**src/rtl/mips_cpu_pkg.sv**
```systemverilog
// Shared MIPS pipeline types: memory-op descriptor, register names, MEM-stage state and exceptions.
package mips_cpu_pkg;

  typedef enum logic [1:0] {MEM_NONE, MEM_LOAD, MEM_STORE} ls_type_e;
  typedef enum logic [1:0] {LS_BYTE, LS_HALF, LS_WORD} ls_width_e;

  typedef struct packed {
    ls_type_e  ls_type;
    ls_width_e ls_width;
    logic      ls_signed;
  } memop_struct;

  typedef enum logic [4:0] {
    R0,  R1,  R2,  R3,  R4,  R5,  R6,  R7,  R8,  R9,  R10, R11, R12, R13, R14, R15,
    R16, R17, R18, R19, R20, R21, R22, R23, R24, R25, R26, R27, R28, R29, R30, R31
  } reg_enum;

  typedef enum logic {IDLE, BUSY} mem_state_e;

  typedef enum logic [1:0] {EXC_NONE, EXC_ADEL, EXC_ADES, EXC_BUSERR} mem_excp_e;

  // Byte-enable pattern of an access before it is shifted to its lane offset.
  function automatic logic [3:0] width_be(ls_width_e w);
    case (w)
      LS_BYTE: return 4'b0001;
      LS_HALF: return 4'b0011;
      default: return 4'b1111;
    endcase
  endfunction

endpackage

```
**src/rtl/mem_lane_align.sv**
```systemverilog
// Byte-lane logic for the MEM stage: alignment check, store lane replication, load extract/extend.
module mem_lane_align
  import mips_cpu_pkg::*;
#(
  parameter int unsigned DATA_W = 32,
  localparam int unsigned NB = DATA_W / 8,
  localparam int unsigned OB = $clog2(NB)
) (
  input  memop_struct       memop,
  input  logic [OB-1:0]     off,
  input  logic [31:0]       wdata,
  input  logic [DATA_W-1:0] rdata,
  output logic              aligned,
  output logic [NB-1:0]     be,
  output logic [DATA_W-1:0] dm_wdata,
  output logic [31:0]       ld_data
);

  logic [OB+2:0]     shamt;
  logic [DATA_W-1:0] shifted;

  assign shamt   = {off, 3'b000};
  assign shifted = rdata >> shamt;
  assign be      = NB'(width_be(memop.ls_width)) << off;

  // Replicating the datum across the bus puts the right byte in every enabled lane.
  always_comb begin
    aligned  = 1'b1;
    dm_wdata = {(DATA_W / 32){wdata}};
    ld_data  = shifted[31:0];
    case (memop.ls_width)
      LS_BYTE: begin
        dm_wdata = {NB{wdata[7:0]}};
        ld_data  = {{24{memop.ls_signed & shifted[7]}}, shifted[7:0]};
      end
      LS_HALF: begin
        aligned  = ~off[0];
        dm_wdata = {(NB / 2){wdata[15:0]}};
        ld_data  = {{16{memop.ls_signed & shifted[15]}}, shifted[15:0]};
      end
      default: aligned = (off[1:0] == 2'b00);
    endcase
  end

endmodule

```
**src/rtl/stage_mem_mcu.sv**
```systemverilog
// MEM pipeline stage with a multi-cycle data-memory handshake, wait-state abort and
// registered MEM/WB outputs.
module stage_mem_mcu
  import mips_cpu_pkg::*;
#(
  parameter int unsigned DATA_W   = 32,
  parameter int unsigned ADDR_W   = 16,
  parameter int unsigned MAX_WAIT = 15,
  localparam int unsigned NB = DATA_W / 8,
  localparam int unsigned OB = $clog2(NB)
) (
  input  logic              clk,
  input  logic              rst,
  input  logic              mem_i_valid,
  input  memop_struct       mem_i_memop,
  input  logic [ADDR_W-1:0] mem_i_addr,
  input  logic [31:0]       mem_i_wdata,
  input  logic              mem_i_rfwe,
  input  reg_enum           mem_i_rfwa,
  input  logic [31:0]       mem_i_alures,
  output logic              dm_req,
  output logic              dm_we,
  output logic [ADDR_W-1:0] dm_addr,
  output logic [NB-1:0]     dm_be,
  output logic [DATA_W-1:0] dm_wdata,
  input  logic [DATA_W-1:0] dm_rdata,
  input  logic              dm_ack,
  output logic              mem_o_stall,
  output logic              mem_o_valid,
  output logic              mem_o_rfwe,
  output reg_enum           mem_o_rfwa,
  output logic [31:0]       mem_o_alures,
  output logic [31:0]       mem_o_rdata,
  output logic              mem_o_dm2rf,
  output logic [1:0]        mem_o_excp
);

  mem_state_e        state_q, state_d;
  logic [7:0]        wait_cnt_q, wait_cnt_d;
  logic              aligned;
  logic [NB-1:0]     be;
  logic [DATA_W-1:0] wdata_lanes;
  logic [31:0]       ld_data;
  logic              mem_op, go, busy, timeout, done, is_load, is_store;
  mem_excp_e         excp;

  mem_lane_align #(
    .DATA_W(DATA_W)
  ) u_lane (
    .memop   (mem_i_memop),
    .off     (mem_i_addr[OB-1:0]),
    .wdata   (mem_i_wdata),
    .rdata   (dm_rdata),
    .aligned (aligned),
    .be      (be),
    .dm_wdata(wdata_lanes),
    .ld_data (ld_data)
  );

  assign is_load  = mem_i_memop.ls_type == MEM_LOAD;
  assign is_store = mem_i_memop.ls_type == MEM_STORE;
  assign mem_op   = mem_i_valid & (mem_i_memop.ls_type != MEM_NONE);
  assign go       = mem_op & aligned;
  assign busy     = state_q == BUSY;
  assign timeout  = busy & (wait_cnt_q == 8'(MAX_WAIT - 1));
  assign done     = busy & (dm_ack | timeout);

  assign mem_o_stall = go & ~done;

  // The DM side only sees a live transaction while BUSY; otherwise it reads all zero.
  assign dm_req   = busy;
  assign dm_we    = busy & is_store;
  assign dm_addr  = busy ? {mem_i_addr[ADDR_W-1:OB], {OB{1'b0}}} : '0;
  assign dm_be    = busy ? be : '0;
  assign dm_wdata = busy ? wdata_lanes : '0;

  always_comb begin
    state_d    = state_q;
    wait_cnt_d = wait_cnt_q;
    case (state_q)
      IDLE: begin
        if (go) begin
          state_d    = BUSY;
          wait_cnt_d = '0;
        end
      end
      BUSY: begin
        if (done) begin
          state_d = IDLE;
        end else if (wait_cnt_q != 8'hFF) begin
          wait_cnt_d = wait_cnt_q + 8'd1;
        end
      end
      default: state_d = IDLE;
    endcase
  end

  // An ack in the final wait cycle counts as a normal completion.
  always_comb begin
    excp = EXC_NONE;
    if (mem_op && !aligned) begin
      excp = is_store ? EXC_ADES : EXC_ADEL;
    end else if (timeout && !dm_ack) begin
      excp = EXC_BUSERR;
    end
  end

  always_ff @(posedge clk) begin
    if (rst) begin
      state_q      <= IDLE;
      wait_cnt_q   <= '0;
      mem_o_valid  <= 1'b0;
      mem_o_rfwe   <= 1'b0;
      mem_o_rfwa   <= R0;
      mem_o_alures <= '0;
      mem_o_rdata  <= '0;
      mem_o_dm2rf  <= 1'b0;
      mem_o_excp   <= EXC_NONE;
    end else begin
      state_q    <= state_d;
      wait_cnt_q <= wait_cnt_d;
      if (mem_i_valid && !mem_o_stall) begin
        mem_o_valid  <= 1'b1;
        mem_o_rfwe   <= mem_i_rfwe & (excp == EXC_NONE);
        mem_o_rfwa   <= mem_i_rfwa;
        mem_o_alures <= mem_i_alures;
        mem_o_rdata  <= (is_load && busy && dm_ack) ? ld_data : '0;
        mem_o_dm2rf  <= is_load & (excp == EXC_NONE);
        mem_o_excp   <= excp;
      end else begin
        mem_o_valid <= 1'b0;
      end
    end
  end

endmodule

```
**config.mk**
```make
export PLATFORM = sky130hd
export DESIGN_NAME = stage_mem_mcu
export DESIGN_NICKNAME = d
export VERILOG_FILES = /design/src/rtl/mips_cpu_pkg.sv /design/src/rtl/mem_lane_align.sv /design/src/rtl/stage_mem_mcu.sv
export SDC_FILE = /design/constraint.sdc
export NUM_CORES = 1
export LEC_CHECK = 0
export BUFFER_PORTS_ARGS = -buffer_cell sky130_fd_sc_hd__clkbuf_2
export CAP_MARGIN = 20
export CORE_MARGIN = 2
export CORE_UTILIZATION = 40
export DETAILED_ROUTE_END_ITERATION = 10
export PLACE_DENSITY_LB_ADDON = 0.2
export SETUP_SLACK_MARGIN = 0.5
export SLEW_MARGIN = 20
export SYNTH_ARGS = -nofsm -noshare
export SYNTH_HDL_FRONTEND = slang
export SYNTH_SLANG_ARGS = --single-unit
```
**constraint.sdc**
```tcl
create_clock -name clk -period 2.2 [get_ports clk]
set_input_delay 0.44 -clock clk [delete_from_list [all_inputs] [get_ports clk]]
set_output_delay 0.44 -clock clk [all_outputs]
set_load 0.005 [all_outputs]
```
==> flow_summary.json <==
{
  "hpwlAfterDp_um": 11200,
  "yosys.area.top_type_share": 0.366,
  "pre_cts_ws_ps": 15.5,
  "cts_buffers": 9,
  "status": "finished, final reports clean",
  "rows": 38,
  "synthMuxAreaShare": 0.185,
  "routed_wl_um": 16700,
  "cts.sinks": 83,
  "grt_pass1_vias": 4880,
  "ctsHoldBuffers": 0,
  "synth-main-ff-cell": "dfxtp_1",
  "htreeDepth": 3,
  "die_area_mm2": 0.0122,
  "antenna_found_initial": 0,
  "worstSetupEndpointType": "output port",
  "maxSlewViolCount": 0,
  "power.static_leakage_nw": 3.46,
  "gp_congestion": 0.927,
  "ant_nets": 0,
  "fin_area_mm2": 0.00720,
  "synth_largest_area_cell": "dfxtp_1",
  "period_share": 0.975,
  "cts_tree": "done",
  "insertion_delay_ps": 320,
  "drtIter0Drc": 430,
  "maxSlewHeadroom": 0.562,
  "hp-class": "in -> reg",
  "crit_path_max_fanout": 3,
  "fp.coreArea_mm2": 0.0110,
  "synthTopCellsByArea": "dfxtp_1 37%, mux2i_1 15%, nand2_1 8.4%",
  "syn_to_final_growth_pct": 58.4,
  "synth_compound_area_frac": 0.175,
  "crit_required_ps": 1760,
  "yosys.area_share.adder": 0.00551,
  "yosys_warnings": 0,
  "track_usage": 0.249,
  "powerDensity_mw_per_mm2": 568,
  "criticalPathCategory": "reg -> out",
  "tightest_slew_ps": 652,
  "num_antenna_cells": 0,
  "syn_area_mm2": 0.00454,
  "ys_top_cells_by_count": "102 x nand2_1, 83 x dfxtp_1, 66 x mux2i_1",
  "place_area_mm2": 0.00596,
  "cap_violations": 0,
  "die_w_um": 111,
  "finalClockSkew_ps": 6.90,
  "dp.cells": 907,
  "drt_first_pass_iters": 6,
  "synth_edf_count": 0,
  "final_nets": 934,
  "remaining_drc_errors": 0,
  "min_period_ps": 2150,
  "overflow": 0,
  "hold_viol": 0,
  "cts_root_buffer": "clkbuf_16",
  "grt_pass1_wl_um": 25100,
  "synth-seq-cells": 83,
  "synth_cell_types": 53,
  "path_clk_slew_ps": 60,
  "die_y_um": 111,
  "vias": 5160,
  "portBuffers": 253,
  "start_util": 0.414,
  "netlist_instances": 534,
  "vdd_drop_max_v": 0.000366,
  "clock_path_buffers": 2,
  "setup_violations": 0,
  "startpoint_type": "flop",
  "yosysMostFrequentCell": "nand2_1",
  "ys_seq_area_frac": 0.366,
  "synth_top_family_by_area": "simple AND/OR/NAND/NOR gates",
  "synth_simple_gate_area_frac": 0.208,
  "instances_no_fill": 949,
  "rsz0062_at_grt": "yes",
  "grt_max_degree": 53,
  "synth-xor-area-share": 0,
  "avgSynthCellArea_um2": 8.51,
  "routedWlPerCell_um": 17.6,
  "max_freq_ghz": 0.466,
  "async_flop_share": 0,
  "drive_above_1_share": 0.520,
  "io_pins": 256,
  "viasPerCell": 5.44,
  "worst_slack_ps": 54.1,
  "cp.arrival_ps": 1710
}
[final timing paths]
path,endpoint,slack (ps),cells past startpoint,start
hold / removal,mem_o_alures[7],330,3,mem_i_alures[7]
setup reg to reg,mem_o_excp[1],70,8,wait_cnt_q[0]
hold reg to reg,mem_o_alures[2],450,2,mem_o_alures[2]
setup / recovery,mem_o_stall,50,6,wait_cnt_q[0]
[metrics by stage]
| step | util | power (W) | hold WS (ps) | setup TNS (ps) |
|---|---|---|---|---|
| after global routing | 0.655 | 0.00425 | 327 | -3.76 |
| after global placement | 0.543 | 0.00227 | 443 | 0 |
| after floorplan | - | 0.00200 | 451 | 0 |
| after detailed placement | 0.543 | 0.00229 | 449 | 0 |
| after CTS | 0.628 | 0.00405 | 321 | 0 |
| final | 0.655 | 0.00409 | 334 | 0 |
[placed cells by master, fill, tap and decap left out, types with 8 or more instances in the layout]
cell,synthesis,final
a21oi_2,0,14
mux2_2,16,15
o21ai_0,18,15
buf_4,3,22
nand2_1,102,102
dfxtp_1,83,80
a221o_1,16,16
clkbuf_2,0,235
buf_6,5,14
and2_4,0,22
clkbuf_16,0,13
nor2_4,0,17
mux2i_1,66,63
o2bb2ai_1,9,9
a22o_1,8,8
nor2_1,35,13
inv_1,13,11
buf_2,7,11
[area by class of cell]
type,count,area [um^2]
Inverter,14,56.3
Timing Repair Buffer,299,1920
Tap cell,140,175
Fill cell,887,3780
Multi-Input combinational cell,397,3040
Sequential cell,83,1670
Clock buffer,10,239
Clock inverter,5,85.1
Timing Repair inverter,1,7.51
[registers in the layout (all words and copies together) (netlist names)]
name / cells
mem_o_rfwa: 5
mem_o_rfwe: 1
mem_o_valid: 1
mem_o_rdata: 32
dm_req: 1
wait_cnt_q: 8
mem_o_alures: 32
mem_o_dm2rf: 1
mem_o_excp: 2
[report_power, final]
part           switching, W  total [W]  internal [W]  leakage, nW
Sequential        0.0000310    0.00159       0.00155        0.678
Combinational      0.000451   0.000884      0.000433         2.62
Clock              0.000594    0.00162       0.00103        0.156
[layer usage]
metal / share of wire / vias to the layer above / track usage
met4: 0.012 / 0 / 0.0575
li1: - / 2451 / -
met3: 0.078 / 25 / 0.0593
met5: 0 / - / 0
met2: 0.50 / 274 / 0.416
met1: 0.41 / 2410 / 0.326
[worst max-delay path, stage by stage (launching register included)]
cell and delay (ps):
dfxtp_4 350, inv_2 60, ha_4 120, or4b_4 500, o21ai_4 170, nor2_2 80
clkbuf_2 110
[cell families (layout without fill, tap and decap cells)]
kind of cell / Yosys count / count (layout)
AND/OR/NAND/NOR: 199 / 199
flip-flops: 83 / 83
AO/OA/AOI/OAI: 110 / 112
adder cells (fa/ha/maj): 2 / 2
buffers and inverters: 57 / 329
other: 1 / 2
multiplexers: 82 / 82
[repair_timing]
item	in CTS	in global routing
setup buffers	11	5
endpoints found under the setup margin	135	134
cloned	8	3
gates resized for setup	90	73
pin swaps	22	5
Power figures use the tool's default switching activity.
